### config.mk
export PLATFORM = sky130hd
export DESIGN_NAME = vend_coin_arbiter
export DESIGN_NICKNAME = d
export VERILOG_FILES = /design/src/rtl/vend_coin_arbiter.sv
export SDC_FILE = /design/constraint.sdc
export NUM_CORES = 1
export LEC_CHECK = 0
export BUFFER_PORTS_ARGS = -buffer_cell sky130_fd_sc_hd__buf_4
export CORE_MARGIN = 2
export CORE_UTILIZATION = 55
export CTS_BUF_LIST = sky130_fd_sc_hd__clkbuf_8 sky130_fd_sc_hd__clkbuf_16
export DETAILED_ROUTE_END_ITERATION = 6
export PLACE_DENSITY = 0.8
export SLEW_MARGIN = 20
export SYNTH_ARGS = -nofsm -noshare
export SYNTH_HDL_FRONTEND = slang
export SYNTH_SLANG_ARGS = --single-unit
### constraint.sdc
create_clock -name clk -period 3.95 [get_ports clk]
set_input_delay 0.395 -clock clk [delete_from_list [all_inputs] [get_ports clk]]
set_output_delay 0.395 -clock clk [all_outputs]
set_load 0.1 [all_outputs]
### src/rtl/vend_coin_arbiter.sv
// vend_coin_arbiter: lets two coin requesters share one vending_mealy
// coin datapath. Coins arrive over valid/ready handshakes. Each coin is
// replayed to the FSM as a one-cycle pulse followed by idle cycles. The
// FSM is locked to one requester per purchase, so credit from the two
// requesters is never combined. Completed vends are counted per requester.
//
// state   | meaning
// --------+-----------------------------------------------------------
// S_IDLE  | vm_coin=00, handshakes may complete (only state with ready)
// S_ISSUE | one cycle, vm_coin = captured coin
// S_GAP   | GAP_CYCLES cycles of vm_coin=00; the first one still samples
//         | dispense so that registered-output FSMs are covered as well
module vend_coin_arbiter #(
  parameter int GAP_CYCLES   = 1,
  parameter int LOCK_TIMEOUT = 64,
  parameter int CNT_W        = 8
) (
  input  logic             clk,
  input  logic             rst,
  input  logic             req0_valid,
  input  logic [1:0]       req0_coin,
  output logic             req0_ready,
  input  logic             req1_valid,
  input  logic [1:0]       req1_coin,
  output logic             req1_ready,
  output logic [1:0]       vm_coin,
  input  logic             vm_dispense,
  input  logic             vm_chg5,
  output logic             owner_valid,
  output logic             owner_id,
  output logic             vend_done,
  output logic             vend_id,
  output logic             vend_chg5,
  output logic             coin_err,
  output logic             lock_timeout,
  output logic [CNT_W-1:0] cnt0,
  output logic [CNT_W-1:0] cnt1
);

  localparam int GAP_W = (GAP_CYCLES > 1) ? $clog2(GAP_CYCLES) : 1;
  localparam int TO_W  = (LOCK_TIMEOUT > 1) ? $clog2(LOCK_TIMEOUT) : 1;
  localparam logic [GAP_W-1:0] GAP_LAST = GAP_W'(GAP_CYCLES - 1);
  localparam logic [TO_W-1:0]  TO_LAST  = TO_W'(LOCK_TIMEOUT - 1);

  typedef enum logic [1:0] {
    S_IDLE  = 2'd0,
    S_ISSUE = 2'd1,
    S_GAP   = 2'd2
  } state_t;

  state_t            state_q;
  logic [1:0]        vm_coin_q;
  logic [GAP_W-1:0]  gap_cnt_q;
  logic [TO_W-1:0]   to_cnt_q;
  logic              armed_q;
  logic              ptr_q;
  logic              owner_valid_q;
  logic              owner_id_q;
  logic              vend_done_q;
  logic              vend_id_q;
  logic              vend_chg5_q;
  logic              coin_err_q;
  logic              lock_timeout_q;
  logic [CNT_W-1:0]  cnt0_q;
  logic [CNT_W-1:0]  cnt1_q;

  logic              gnt0;
  logic              gnt1;
  logic              xfer;
  logic              xfer_id;
  logic [1:0]        xfer_coin;
  logic              coin_ok;
  logic              coin_bad;
  logic              owner_xfer;
  logic              capture;
  logic              timeout_hit;
  logic [CNT_W-1:0]  cnt0_d;
  logic [CNT_W-1:0]  cnt1_d;

  // Grant: only in IDLE; a held lock restricts the grant to its owner,
  // otherwise a tie goes to the round-robin pointer.
  always_comb begin
    gnt0 = 1'b0;
    gnt1 = 1'b0;
    if (state_q == S_IDLE) begin
      if (owner_valid_q) begin
        gnt0 = req0_valid && !owner_id_q;
        gnt1 = req1_valid &&  owner_id_q;
      end else if (req0_valid && req1_valid) begin
        gnt0 = !ptr_q;
        gnt1 =  ptr_q;
      end else begin
        gnt0 = req0_valid;
        gnt1 = req1_valid;
      end
    end
  end

  assign req0_ready = gnt0;
  assign req1_ready = gnt1;

  assign xfer       = gnt0 || gnt1;
  assign xfer_id    = gnt1;
  assign xfer_coin  = gnt1 ? req1_coin : req0_coin;
  assign coin_ok    = xfer && ((xfer_coin == 2'b01) || (xfer_coin == 2'b10));
  assign coin_bad   = xfer && (xfer_coin == 2'b11);
  assign owner_xfer = xfer && owner_valid_q;

  // Only the first dispense seen in ISSUE or the first GAP cycle counts.
  assign capture = vm_dispense && armed_q && owner_valid_q &&
                   ((state_q == S_ISSUE) ||
                    ((state_q == S_GAP) && (gap_cnt_q == GAP_LAST)));

  assign timeout_hit = owner_valid_q && (state_q == S_IDLE) && !owner_xfer &&
                       (to_cnt_q == TO_LAST);

  // Saturating vend counters for the current owner.
  always_comb begin
    cnt0_d = cnt0_q;
    cnt1_d = cnt1_q;
    if (capture && !owner_id_q && (cnt0_q != '1)) cnt0_d = cnt0_q + CNT_W'(1);
    if (capture &&  owner_id_q && (cnt1_q != '1)) cnt1_d = cnt1_q + CNT_W'(1);
  end

  // Sequencer, lock ownership, timeout and registered pulse outputs.
  always_ff @(posedge clk or negedge rst) begin
    if (!rst) begin
      state_q        <= S_IDLE;
      vm_coin_q      <= 2'b00;
      gap_cnt_q      <= '0;
      to_cnt_q       <= '0;
      armed_q        <= 1'b0;
      ptr_q          <= 1'b0;
      owner_valid_q  <= 1'b0;
      owner_id_q     <= 1'b0;
      vend_done_q    <= 1'b0;
      vend_id_q      <= 1'b0;
      vend_chg5_q    <= 1'b0;
      coin_err_q     <= 1'b0;
      lock_timeout_q <= 1'b0;
      cnt0_q         <= '0;
      cnt1_q         <= '0;
    end else begin
      vend_done_q    <= 1'b0;
      coin_err_q     <= 1'b0;
      lock_timeout_q <= 1'b0;

      case (state_q)
        S_IDLE: begin
          if (coin_ok) begin
            state_q   <= S_ISSUE;
            vm_coin_q <= xfer_coin;
            armed_q   <= 1'b1;
            ptr_q     <= !xfer_id;
            if (!owner_valid_q) begin
              owner_valid_q <= 1'b1;
              owner_id_q    <= xfer_id;
            end
          end
        end
        S_ISSUE: begin
          state_q   <= S_GAP;
          vm_coin_q <= 2'b00;
          gap_cnt_q <= GAP_LAST;
        end
        S_GAP: begin
          if (gap_cnt_q == '0) begin
            state_q <= S_IDLE;
            armed_q <= 1'b0;
          end else begin
            gap_cnt_q <= gap_cnt_q - GAP_W'(1);
          end
        end
        default: begin
          state_q   <= S_IDLE;
          vm_coin_q <= 2'b00;
        end
      endcase

      if (coin_bad) coin_err_q <= 1'b1;

      if (capture) begin
        armed_q       <= 1'b0;
        vend_done_q   <= 1'b1;
        vend_id_q     <= owner_id_q;
        vend_chg5_q   <= vm_chg5;
        owner_valid_q <= 1'b0;
      end
      cnt0_q <= cnt0_d;
      cnt1_q <= cnt1_d;

      // An owner transfer beats an expiring timeout in the same cycle.
      if (owner_xfer || capture) begin
        to_cnt_q <= '0;
      end else if (timeout_hit) begin
        lock_timeout_q <= 1'b1;
        owner_valid_q  <= 1'b0;
        to_cnt_q       <= '0;
      end else if (owner_valid_q && (state_q == S_IDLE)) begin
        to_cnt_q <= to_cnt_q + TO_W'(1);
      end
    end
  end

  assign vm_coin      = vm_coin_q;
  assign owner_valid  = owner_valid_q;
  assign owner_id     = owner_id_q;
  assign vend_done    = vend_done_q;
  assign vend_id      = vend_id_q;
  assign vend_chg5    = vend_chg5_q;
  assign coin_err     = coin_err_q;
  assign lock_timeout = lock_timeout_q;
  assign cnt0         = cnt0_q;
  assign cnt1         = cnt1_q;

endmodule

==> flow_summary_export.csv, run 1 <==
group,metric,value,unit
run_status,status,"complete, no violations",
flow_run,cap_violations,0,
global_routing,grtUsageTotal,23.1,%
placement,gp_congestion,0.827,
synthesis,syn-num-nets,188,
setup_path,max_stage_delay,0.53,ns
synthesis,ys.warnings.count,0,
global_routing,antenna_found_initial,0,
timing,clock_skew,0.00300,ns
timing,max_freq,353,MHz
setup_path,path_buf_inv,0,
floorplanning,rows,20,
floorplanning,die_h,60.8,µm
clocking,cts_buffer_depth,2,
synthesis,ys_seq_area_share,49.3,%
final_layout,num-nets-final,227,
global_routing,grt_pass1_vias,1310,
final_layout,n_antenna_cell,0,
power,p_leak,1.07,nW
timing,max-slew-margin-rel,64.3,%
floorplanning,ios,37,
global_routing,grt-ovfl-total,0,
timing,min_period_over_period,71.7,%
final_layout,fill_cells,238,
global_routing,grt_pass1_wl,6.11,mm
clocking,insertion_delay,0.29,ns
final_layout,drive_above_1_share,25.7,%
clocking,cts_resized,0,
setup_path,cp_slowest_cell,"dfrtp_1",
timing,fin_crit,2.83,ns
power,powerDensity,781,nW/µm²
synthesis,synth_edf_count,0,
floorplanning,die_area,3700,µm²
synthesis,syn_inst,171,
setup_path,worstPathMaxFanout,14,
setup_path,crit_chain,"or3b_1, and4_4, mux2_4, ha_1, o211ai_1, a21oi_1, nor2b_1, o2bb2ai_1",
route,drc,0,
synthesis,synth.avg_cell_area,10.4,µm²
route,drt_iter0_drc,42,
final_layout,final_common_cell,"buf_4",
final_layout,area_growth,21.8,%
route,drtAntennaViolNets,0,
setup_path,cp-end-kind,"register",
timing,setup_viol,0,
clocking,clkTransAtPathRegs,0.06,ns
floorplanning,fp.dieW,60.8,µm
synthesis,synthArstFlopShare,100,%
clocking,cts_buffers,5,
timing,slew_viol_final,0,
setup_path,critPathRequiredTime,4.16,ns
placement,dp_cells,247,
timing,final_hold_viol_count,0,
placement,hpwl,2.76,mm
hold_path,hp-class,"input port to async pin",
synthesis,ys_ff_latch,35,
route,wl,3.68,mm
placement,portBuffers,36,
synthesis,synth_flop_cell,"dfrtp_1",
timing,worstMarginPinSlew,0.536,ns
synthesis,synth_area,1780,µm²
clocking,h-tree-depth,2,
synthesis,ys_types,39,
global_routing,grt_max_degree,36,
clocking,cts.sinks,35,
setup_path,path_delay_family,"simple AND/OR/NAND/NOR gates",
clocking,ctsHoldBuffers,0,
power,irDropWorstVdd,0.578,mV
clocking,cts_setup_buffers,0,
timing,rsz0062_at_grt,"no",
clocking,cts_tree,"yes",
final_layout,final_cell_mix,"buf_4, dfrtp_1, nand2_1",
setup_path,cp.arrival,3.04,ns
route,viasPerCell,5.47,
final_layout,final_cells,254,
route,firstDrtPassIters,4,
floorplanning,core_region_area,3050,µm²
floorplanning,initial_core_util,58.2,%
route,vias,1389,
clocking,cts_root_buf,"clkbuf_8",
setup_path,crit_type,"register to register",
route,wire_per_inst,14.5,µm
timing,fin_tns_setup,0,ns
setup_path,critPathLaunchType,"register",
-- worst paths after layout --
check | from | slack, ns | endpoint | cells past startpoint
setup reg to reg | owner_valid$_DFF_PN0_ | 1.12 | vm_coin[1]$_DFFE_PN0P_ | 8
max in group asynchronous | rst | 3.60 | cnt0[7]$_DFFE_PN0P_ | 1
hold reg to reg | vend_id$_DFFE_PN0P_ | 0.48 | vend_id$_DFFE_PN0P_ | 2
min in group clk | vm_chg5 | 0.31 | vend_chg5$_DFFE_PN0P_ | 3
setup / recovery | owner_valid$_DFF_PN0_ | 1.12 | vm_coin[1]$_DFFE_PN0P_ | 8
hold / removal | rst | 0.05 | cnt0[1]$_DFFE_PN0P_ | 1
-- flip-flops by register name, summed over array words and instances, names as in the netlist --
name / cells
vend_id: 1
ptr_q: 1
to_cnt_q: 6
cnt1: 8
vm_coin: 2
armed_q: 1
cnt0: 8
vend_done: 1
coin_err: 1
owner_valid: 1
state_q: 2
lock_timeout: 1
owner_id: 1
vend_chg5: 1
-- cell families (layout without fill, tap and decap cells) --
kind of cell	Yosys count	count (layout)	share of synthesized area, %
AOI/OAI and AO/OA	26	26	9.30
adders and majority gates	7	7	4.93
DFF	35	35	49.3
buffers and inverters	11	50	2.89
xor gates and xnor gates	14	14	6.90
muxes	9	9	6.06
and+or+nand+nor	69	69	20.6
-- where the power goes --
part | internal, W | switching, W
sequential | 0.000448 | 0.000101
combinational | 0.000222 | 0.000664
clock | 0.000137 | 0.000120
-- metal layers --
metal | GRT usage [%] | routed length, µm
met5 | 0 | 0
met3 | 6.82 | 180
met4 | 10.2 | 76
met2 | 35.6 | 1730
met1 | 30.2 | 1690
-- worst reg2reg max path: cells and delay by family (launching register included) --
kind / cells / cell delay (ns)
adder cells (fa/ha/maj): 1 / 0.32
AO/OA/AOI/OAI: 3 / 0.71
multiplexers: 1 / 0.31
AND/OR/NAND/NOR: 3 / 0.89
flip-flops: 1 / 0.53
-- cell type report --
class                   instances  area (µm²)  share of cell area [%]
flip-flops and latches         35         876                    40.5
clock inverters                 1        5.00                   0.231
well taps                      44        55.1                    2.54
repair buffers                 36         270                    12.5
multi-input cells             125         850                    39.2
clock buffers                   6        82.6                    3.82
inverters                       7        26.3                    1.21
-- per-stage QoR --
step	hold WS, ns	setup slack [ns]	total power (W)	util [%]	cell area, µm²
final	0.0468	1.12	0.00169	70.9	2160
after global routing	0.0754	0.919	0.00179	70.9	2160
after CTS	0.0571	1.11	0.00170	70.9	2160
after detailed placement	0.370	1.12	0.00144	68.0	2080
after global placement	0.359	1.34	0.00141	68.0	2080
after floorplan	0.0994	0.707	0.00125	-	1780
-- cells in the mapped netlist (all sizes together), types with 2 or more instances --
| cell type | n | area, µm² |
|---|---|---|
| nand2b | 5 | 31.3 |
| o21ai | 6 | 30.0 |
| or3b | 2 | 17.5 |
| o2bb2ai | 2 | 17.5 |
| nand4 | 3 | 25.0 |
| xnor2 | 7 | 61.3 |
| nor3 | 3 | 15.0 |
| nand2 | 20 | 75.1 |
| a21oi | 9 | 45.0 |
| ha | 7 | 87.6 |
| buf | 3 | 21.3 |
| and4 | 3 | 28.8 |
| nor2 | 9 | 33.8 |
| and2 | 2 | 12.5 |
| mux2 | 8 | 97.6 |
| nand3 | 11 | 55.1 |
| dfrtp | 35 | 876 |
| xor2 | 7 | 61.3 |
| nor4 | 2 | 12.5 |
| or3 | 2 | 12.5 |
| inv | 7 | 26.3 |
| a211oi | 3 | 22.5 |
| and3 | 4 | 25.0 |
Power figures use the tool's default switching activity.
==> run 2: changes to the inputs <==
Settings changed: CORE_UTILIZATION 55 to 48, PLACE_DENSITY 0.8 to 0.74.
Clock period 3.95 ns to 2.5 ns, I/O delays scaled along.
==> run 2 against run 1 <==
Setup slack got worse by 0.99 ns. Via count rose by 3.3%. Largest power group unchanged. Worst hold slack improved by 0.11 ns. Final cell count rose by 3.5%. Sequential share of layout area fell by 1.8 points. Fmax rose by 20%. Critical path type unchanged. Final area rose by 5.5%.
==> flow_summary_export.csv, run 2 (synthesis results as in run 1) <==
group,metric,value,unit
run_status,status,"complete, no violations",
clocking,cts_buffers,5,
power,powerDensity,1280,nW/µm²
final_layout,final_cells,263,
clocking,cts_resized,0,
hold_path,hp-class,"input port to register",
floorplanning,rows,22,
route,wire_per_inst,14.6,µm
clocking,ctsHoldBuffers,1,
route,drc,0,
setup_path,cp-end-kind,"register",
setup_path,critPathLaunchType,"register",
global_routing,grtUsageMet3,6.42,%
timing,final_hold_viol_count,0,
floorplanning,ios,37,
clocking,cts.sinks,35,
route,wl,3.84,mm
final_layout,n_antenna_cell,0,
setup_path,max_stage_delay,0.48,ns
timing,rsz0062_at_grt,"no",
timing,slew_viol_final,0,
global_routing,grt.busiest_layer,"met2",
timing,max_freq,422,MHz
final_layout,area_growth,28.5,%
floorplanning,die_area,4200,µm²
final_layout,final_cell_mix,"buf_4, dfrtp_1, nand2_1",
timing,whs,0.158,ns
route,viasPerCell,5.46,
floorplanning,die_h,64.8,µm
timing,setup_viol,0,
timing,clock_skew,0.00441,ns
placement,gp_congestion,0.864,
final_layout,num-nets-final,231,
setup_path,crit_chain,"or3b_1, and4_4, mux2_4, ha_4, o211ai_1, a21oi_2, nor2b_2, o2bb2ai_1",
setup_path,cp_slowest_cell,"dfrtp_4",
final_layout,final_common_cell,"buf_4",
final_layout,multi_input_area,875,µm²
placement,dp_cells,254,
global_routing,grt_pass1_wl,6.51,mm
final_layout,fill_cells,291,
clocking,cts_root_buf,"clkbuf_8",
route,vias,1435,
final_layout,final_util,63.3,%
global_routing,antenna_found_initial,0,
global_routing,grt_pass1_vias,1397,
clocking,cts_tree,"yes",
setup_path,crit_type,"register to register",
setup_path,critPathRequiredTime,2.71,ns
placement,hpwl,2.90,mm
route,drt_iter0_drc,42,
timing,fin_crit,2.37,ns
clocking,cts_buffer_depth,2,
final_layout,drive_above_1_share,29.8,%
clocking,cts_setup_buffers,0,
setup_path,cp.arrival,2.58,ns
floorplanning,fp.dieW,64.8,µm
setup_path,worstPathMaxFanout,5,
floorplanning,initial_core_util,49.3,%
route,drtAntennaViolNets,0,
final_layout,ff_latch_area,883,µm²
timing,worstMarginPinSlew,0.477,ns
clocking,insertion_delay,0.29,ns
global_routing,met2_usage,32.1,%
global_routing,grt-ovfl-total,0,
placement,place_area,2140,µm²
power,p_leak,1.11,nW
route,firstDrtPassIters,4,
global_routing,grtUsageTotal,20.1,%
timing,min_period_over_period,94.7,%
final_layout,final_area,2280,µm²
floorplanning,core_region_area,3610,µm²
power,irDropWorstVdd,0.822,mV
clocking,h-tree-depth,2,
timing,max-slew-margin-rel,68.0,%
placement,portBuffers,36,
flow_run,cap_violations,0,
global_routing,grt_max_degree,36,
global_routing,grt.met1_usage,26.6,%
clocking,clkTransAtPathRegs,0.07,ns
## run 2: cell types whose count changed in the layout (fill, tap and decap cells not counted), sizes merged
cell,delta
buf,+3
bufinv,+2
clkbuf,-1
clkinv,-1
clkinvlp,+1
dlygate4sd3,+1
## run 2: per-stage QoR
step                setup slack [ns]  setup TNS [ns]  total power [W]
floorplan                     -0.119          -0.392          0.00202
global placement               0.222               0          0.00229
detailed placement             0.151               0          0.00233
CTS                            0.126               0          0.00294
global route                  0.0317               0          0.00309
finish                         0.133               0          0.00293
## run 2: final cells by class
cell class / instances / area share, %
clock inverter: 3 / 2.96
timing repair buffer: 40 / 13.3
clock buffer: 5 / 3.01
inverter: 7 / 1.15
sequential: 35 / 38.7
tap: 48 / 2.63
multi-input combinational: 125 / 38.3
## run 2: worst paths after layout
| path | from | to | slack (ns) | cells past startpoint |
|---|---|---|---|---|
| max | owner_valid$_DFF_PN0_ | vm_coin[0]$_DFFE_PN0P_ | 0.13 | 8 |
| min | vm_chg5 | vend_chg5$_DFFE_PN0P_ | 0.16 | 3 |
| max reg2reg | owner_valid$_DFF_PN0_ | vm_coin[0]$_DFFE_PN0P_ | 0.13 | 8 |
| min reg2reg | vend_chg5$_DFFE_PN0P_ | vend_chg5$_DFFE_PN0P_ | 0.51 | 2 |
| max in group asynchronous | rst | owner_valid$_DFF_PN0_ | 1.70 | 2 |
| min in group asynchronous | rst | cnt0[0]$_DFFE_PN0P_ | 0.44 | 2 |
## run 2: report_power, final
group / total (W) / internal (W) / switching, W
sequential: 0.000863 / 0.000716 / 0.000147
clock: 0.000606 / 0.000398 / 0.000208
combinational: 0.00146 / 0.000384 / 0.00108
## run 2: layer usage
| layer | share of wire, % | vias up |
|---|---|---|
| li1 | - | 684 |
| met1 | 46 | 699 |
| met2 | 47 | 45 |
| met3 | 5.6 | 7 |
| met4 | 1.3 | 0 |
| met5 | 0 | - |
## run 2: worst max-delay path: cells and delay by family, from the launching register on
family,cells,cell delay (ns)
AO/OA/AOI/OAI,3,0.45
adder cells (fa/ha/maj),1,0.27
AND/OR/NAND/NOR,3,0.77
flip-flops,1,0.48
multiplexers,1,0.32
==> run 3: changes to the inputs <==
Settings changed: ABC_AREA from default to 1, CORE_UTILIZATION 48 to 49, PLACE_DENSITY 0.74 to 0.75.
==> run 3 against run 2 <==
Global-route usage fell by 3.2 points. Synthesized cell count rose by 28%. Die area rose by 4.0%. Final cell count rose by 18%. Fmax rose by 13%. Final area rose by 2.3%. Non-clock buffer count fell by 3. Core utilization barely moved. Largest power group unchanged.
==> flow_summary_export.csv, run 3 <==
group,metric,value,unit
run_status,status,"complete, no violations",
final_layout,final_cell_mix,"nand2_1, buf_4, dfrtp_1",
clocking,cts_root_buf,"clkbuf_8",
floorplanning,initial_core_util,51.3,%
route,wire_per_inst,10.6,µm
synthesis,yosys-top-cells-area,"dfrtp_1, nand2_1, inv_1, ha_1, xor2_1",
final_layout,area_growth,23.5,%
route,drtAntennaViolNets,0,
setup_path,cp.arrival,2.27,ns
setup_path,cp_slowest_cell,"dfrtp_1",
global_routing,grtUsageTotal,16.9,%
synthesis,syn_inst,219,
clocking,cts_buffer_depth,2,
route,wl,3.30,mm
floorplanning,ios,37,
setup_path,critPathLaunchType,"register",
setup_path,worstPathMaxFanout,6,
synthesis,yosysMostFrequentCell,"nand2_1",
synthesis,ys_ff_latch,35,
synthesis,ys_types,29,
route,firstDrtPassIters,4,
final_layout,multi_input_area,887,µm²
final_layout,ff_latch_area,878,µm²
global_routing,grt-ovfl-total,0,
final_layout,fill_cells,307,
clocking,cts_buffers,5,
setup_path,crit_chain,"inv_1, ha_1, nand2_1, inv_1, nand3_2, nand2_1, and2_1, inv_1, ha_1, nand2_2, inv_2, o21ai_0, a21oi_1",
synthesis,synth_top_area_share,46.3,%
placement,portBuffers,36,
clocking,clkTransAtPathRegs,0.07,ns
power,p_leak,1.26,nW
synthesis,synth_top_cells_by_count,"nand2_1, dfrtp_1, inv_1",
synthesis,synthArstFlopShare,100,%
route,viasPerCell,4.69,
power,powerDensity,1250,nW/µm²
setup_path,crit_type,"register to register",
floorplanning,rows,22,
synthesis,ys_seq_area_share,46.3,%
global_routing,grt_pass1_vias,1348,
timing,setup_viol,0,
flow_run,cap_violations,0,
power,irDropWorstVdd,0.684,mV
route,drc,0,
placement,gp_congestion,0.878,
global_routing,grt_max_degree,36,
timing,final_hold_viol_count,0,
global_routing,antenna_found_initial,0,
floorplanning,fp.dieW,66.1,µm
hold_path,hp-class,"input port to register",
timing,fin_tns_setup,0,ns
placement,hpwl,2.49,mm
setup_path,max_stage_delay,0.38,ns
synthesis,synth_top_cell_by_area,"dfrtp_1",
setup_path,critPathRequiredTime,2.67,ns
clocking,insertion_delay,0.28,ns
clocking,cts_resized,0,
clocking,h-tree-depth,2,
floorplanning,core_region_area,3690,µm²
synthesis,synth_area,1890,µm²
timing,min_period_over_period,84.0,%
timing,worstMarginPinSlew,0.435,ns
route,drt_iter0_drc,72,
clocking,cts_setup_buffers,0,
timing,rsz0062_at_grt,"no",
timing,slew_viol_final,0,
clocking,cts.sinks,35,
final_layout,final_common_cell,"nand2_1",
synthesis,syn-num-nets,236,
synthesis,ys.warnings.count,0,
floorplanning,die_h,66.1,µm
synthesis,synth_edf_count,0,
timing,clock_skew,0.00855,ns
timing,max-slew-margin-rel,71.0,%
timing,max_freq,476,MHz
synthesis,synth_flop_cell,"dfrtp_1",
clocking,cts_tree,"yes",
setup_path,cp-end-kind,"register",
power,p_total,0.00291,W
route,vias,1459,
setup_path,path_buf_inv,4,
synthesis,synth.avg_cell_area,8.64,µm²
final_layout,drive_above_1_share,28.1,%
timing,fin_crit,2.10,ns
setup_path,crit_top_cell,"inv_1",
final_layout,num-nets-final,279,
setup_path,path_delay_family,"simple AND/OR/NAND/NOR gates",
final_layout,n_antenna_cell,0,
floorplanning,die_area,4370,µm²
global_routing,grt_pass1_wl,5.60,mm
[run 3: cell types whose count changed after synthesis, moves of 3 or more]
| cell | delta |
|---|---|
| nand2_4 | +4 |
| mux2_2 | -6 |
| a21oi_1 | -4 |
| xor2_1 | +3 |
| and3_1 | -4 |
| inv_1 | +17 |
| inv_2 | +5 |
| nand2_1 | +43 |
| nor2_2 | +4 |
| nand2b_1 | -5 |
| nand3b_1 | +4 |
| xnor2_1 | -5 |
| nand2_2 | +7 |
[run 3: cells by family (layout without fill, tap and decap cells)]
| logic type | Yosys count | count (layout) | share of synthesized area [%] |
|---|---|---|---|
| and+or+nand+nor | 113 | 113 | 30.7 |
| adders and majority gates | 7 | 7 | 4.63 |
| AOI/OAI and AO/OA | 20 | 20 | 6.02 |
| xor gates and xnor gates | 12 | 12 | 5.56 |
| DFF | 35 | 35 | 46.3 |
| buffers and inverters | 32 | 76 | 6.81 |
[run 3: area by class of cell]
type | instances | share of cell area [%]
clock buffer | 5 | 2.95
clock inverter | 3 | 1.87
inverter | 31 | 5.03
multi-input combinational | 152 | 38.0
sequential | 35 | 37.6
timing repair buffer | 37 | 12.0
tap | 48 | 2.57
[run 3: report_power, final]
part           total, W  internal, W  switching, W
clock network  0.000503     0.000297      0.000206
logic           0.00157     0.000359       0.00121
registers      0.000843     0.000705      0.000139
total           0.00291      0.00136       0.00155
[run 3: worst paths after layout]
path	start	end	slack, ns	depth (start not counted)
setup reg to reg	state_q[0]$_DFFE_PN0P_	armed_q$_DFFE_PN0P_	0.40	13
min in group asynchronous	rst	cnt1[6]$_DFFE_PN0P_	0.45	2
hold / removal	vm_chg5	vend_chg5$_DFFE_PN0P_	0.18	3
setup / recovery	state_q[0]$_DFFE_PN0P_	armed_q$_DFFE_PN0P_	0.40	13
max in group asynchronous	rst	owner_valid$_DFF_PN0_	1.71	2
hold reg to reg	vend_chg5$_DFFE_PN0P_	vend_chg5$_DFFE_PN0P_	0.49	2
[run 3: stage by stage]
step / cell area [µm²] / utilization, % / hold slack, ns / setup WS [ns] / instances
floorplan: 1890 / - / -0.0456 / 0.0316 / 219
global placement: 2210 / 60.0 / 0.228 / 0.446 / 302
detailed placement: 2210 / 60.0 / 0.231 / 0.415 / 302
CTS: 2340 / 63.3 / 0.176 / 0.397 / 311
global route: 2340 / 63.3 / 0.181 / 0.222 / 311
finish: 2340 / 63.3 / 0.176 / 0.399 / 311
[run 3: worst reg2reg max path, stage by stage, from the launching register on]
cell and delay (ns):
dfrtp_1 0.38, inv_1 0.10, ha_1 0.24, nand2_1 0.07, inv_1 0.07, nand3_2 0.15
nand2_1 0.10, and2_1 0.14, inv_1 0.05, ha_1 0.30, nand2_2 0.12, inv_2 0.07
o21ai_0 0.15, a21oi_1 0.06
[run 3: repair_timing]
item / 4_1_cts / 5_1_grt
hold buffers: 1 / 0
endpoints found under the hold margin: 35 / 0
endpoints found under the setup margin: 0 / 0
[run 3: metal layers]
layer	up-vias	global-route usage (%)	part of all wire, %
met4	0	4.59	0.45
met2	23	29.4	49
met1	664	20.0	46
met5	-	0	0
li1	770	-	-
met3	2	5.28	4.5
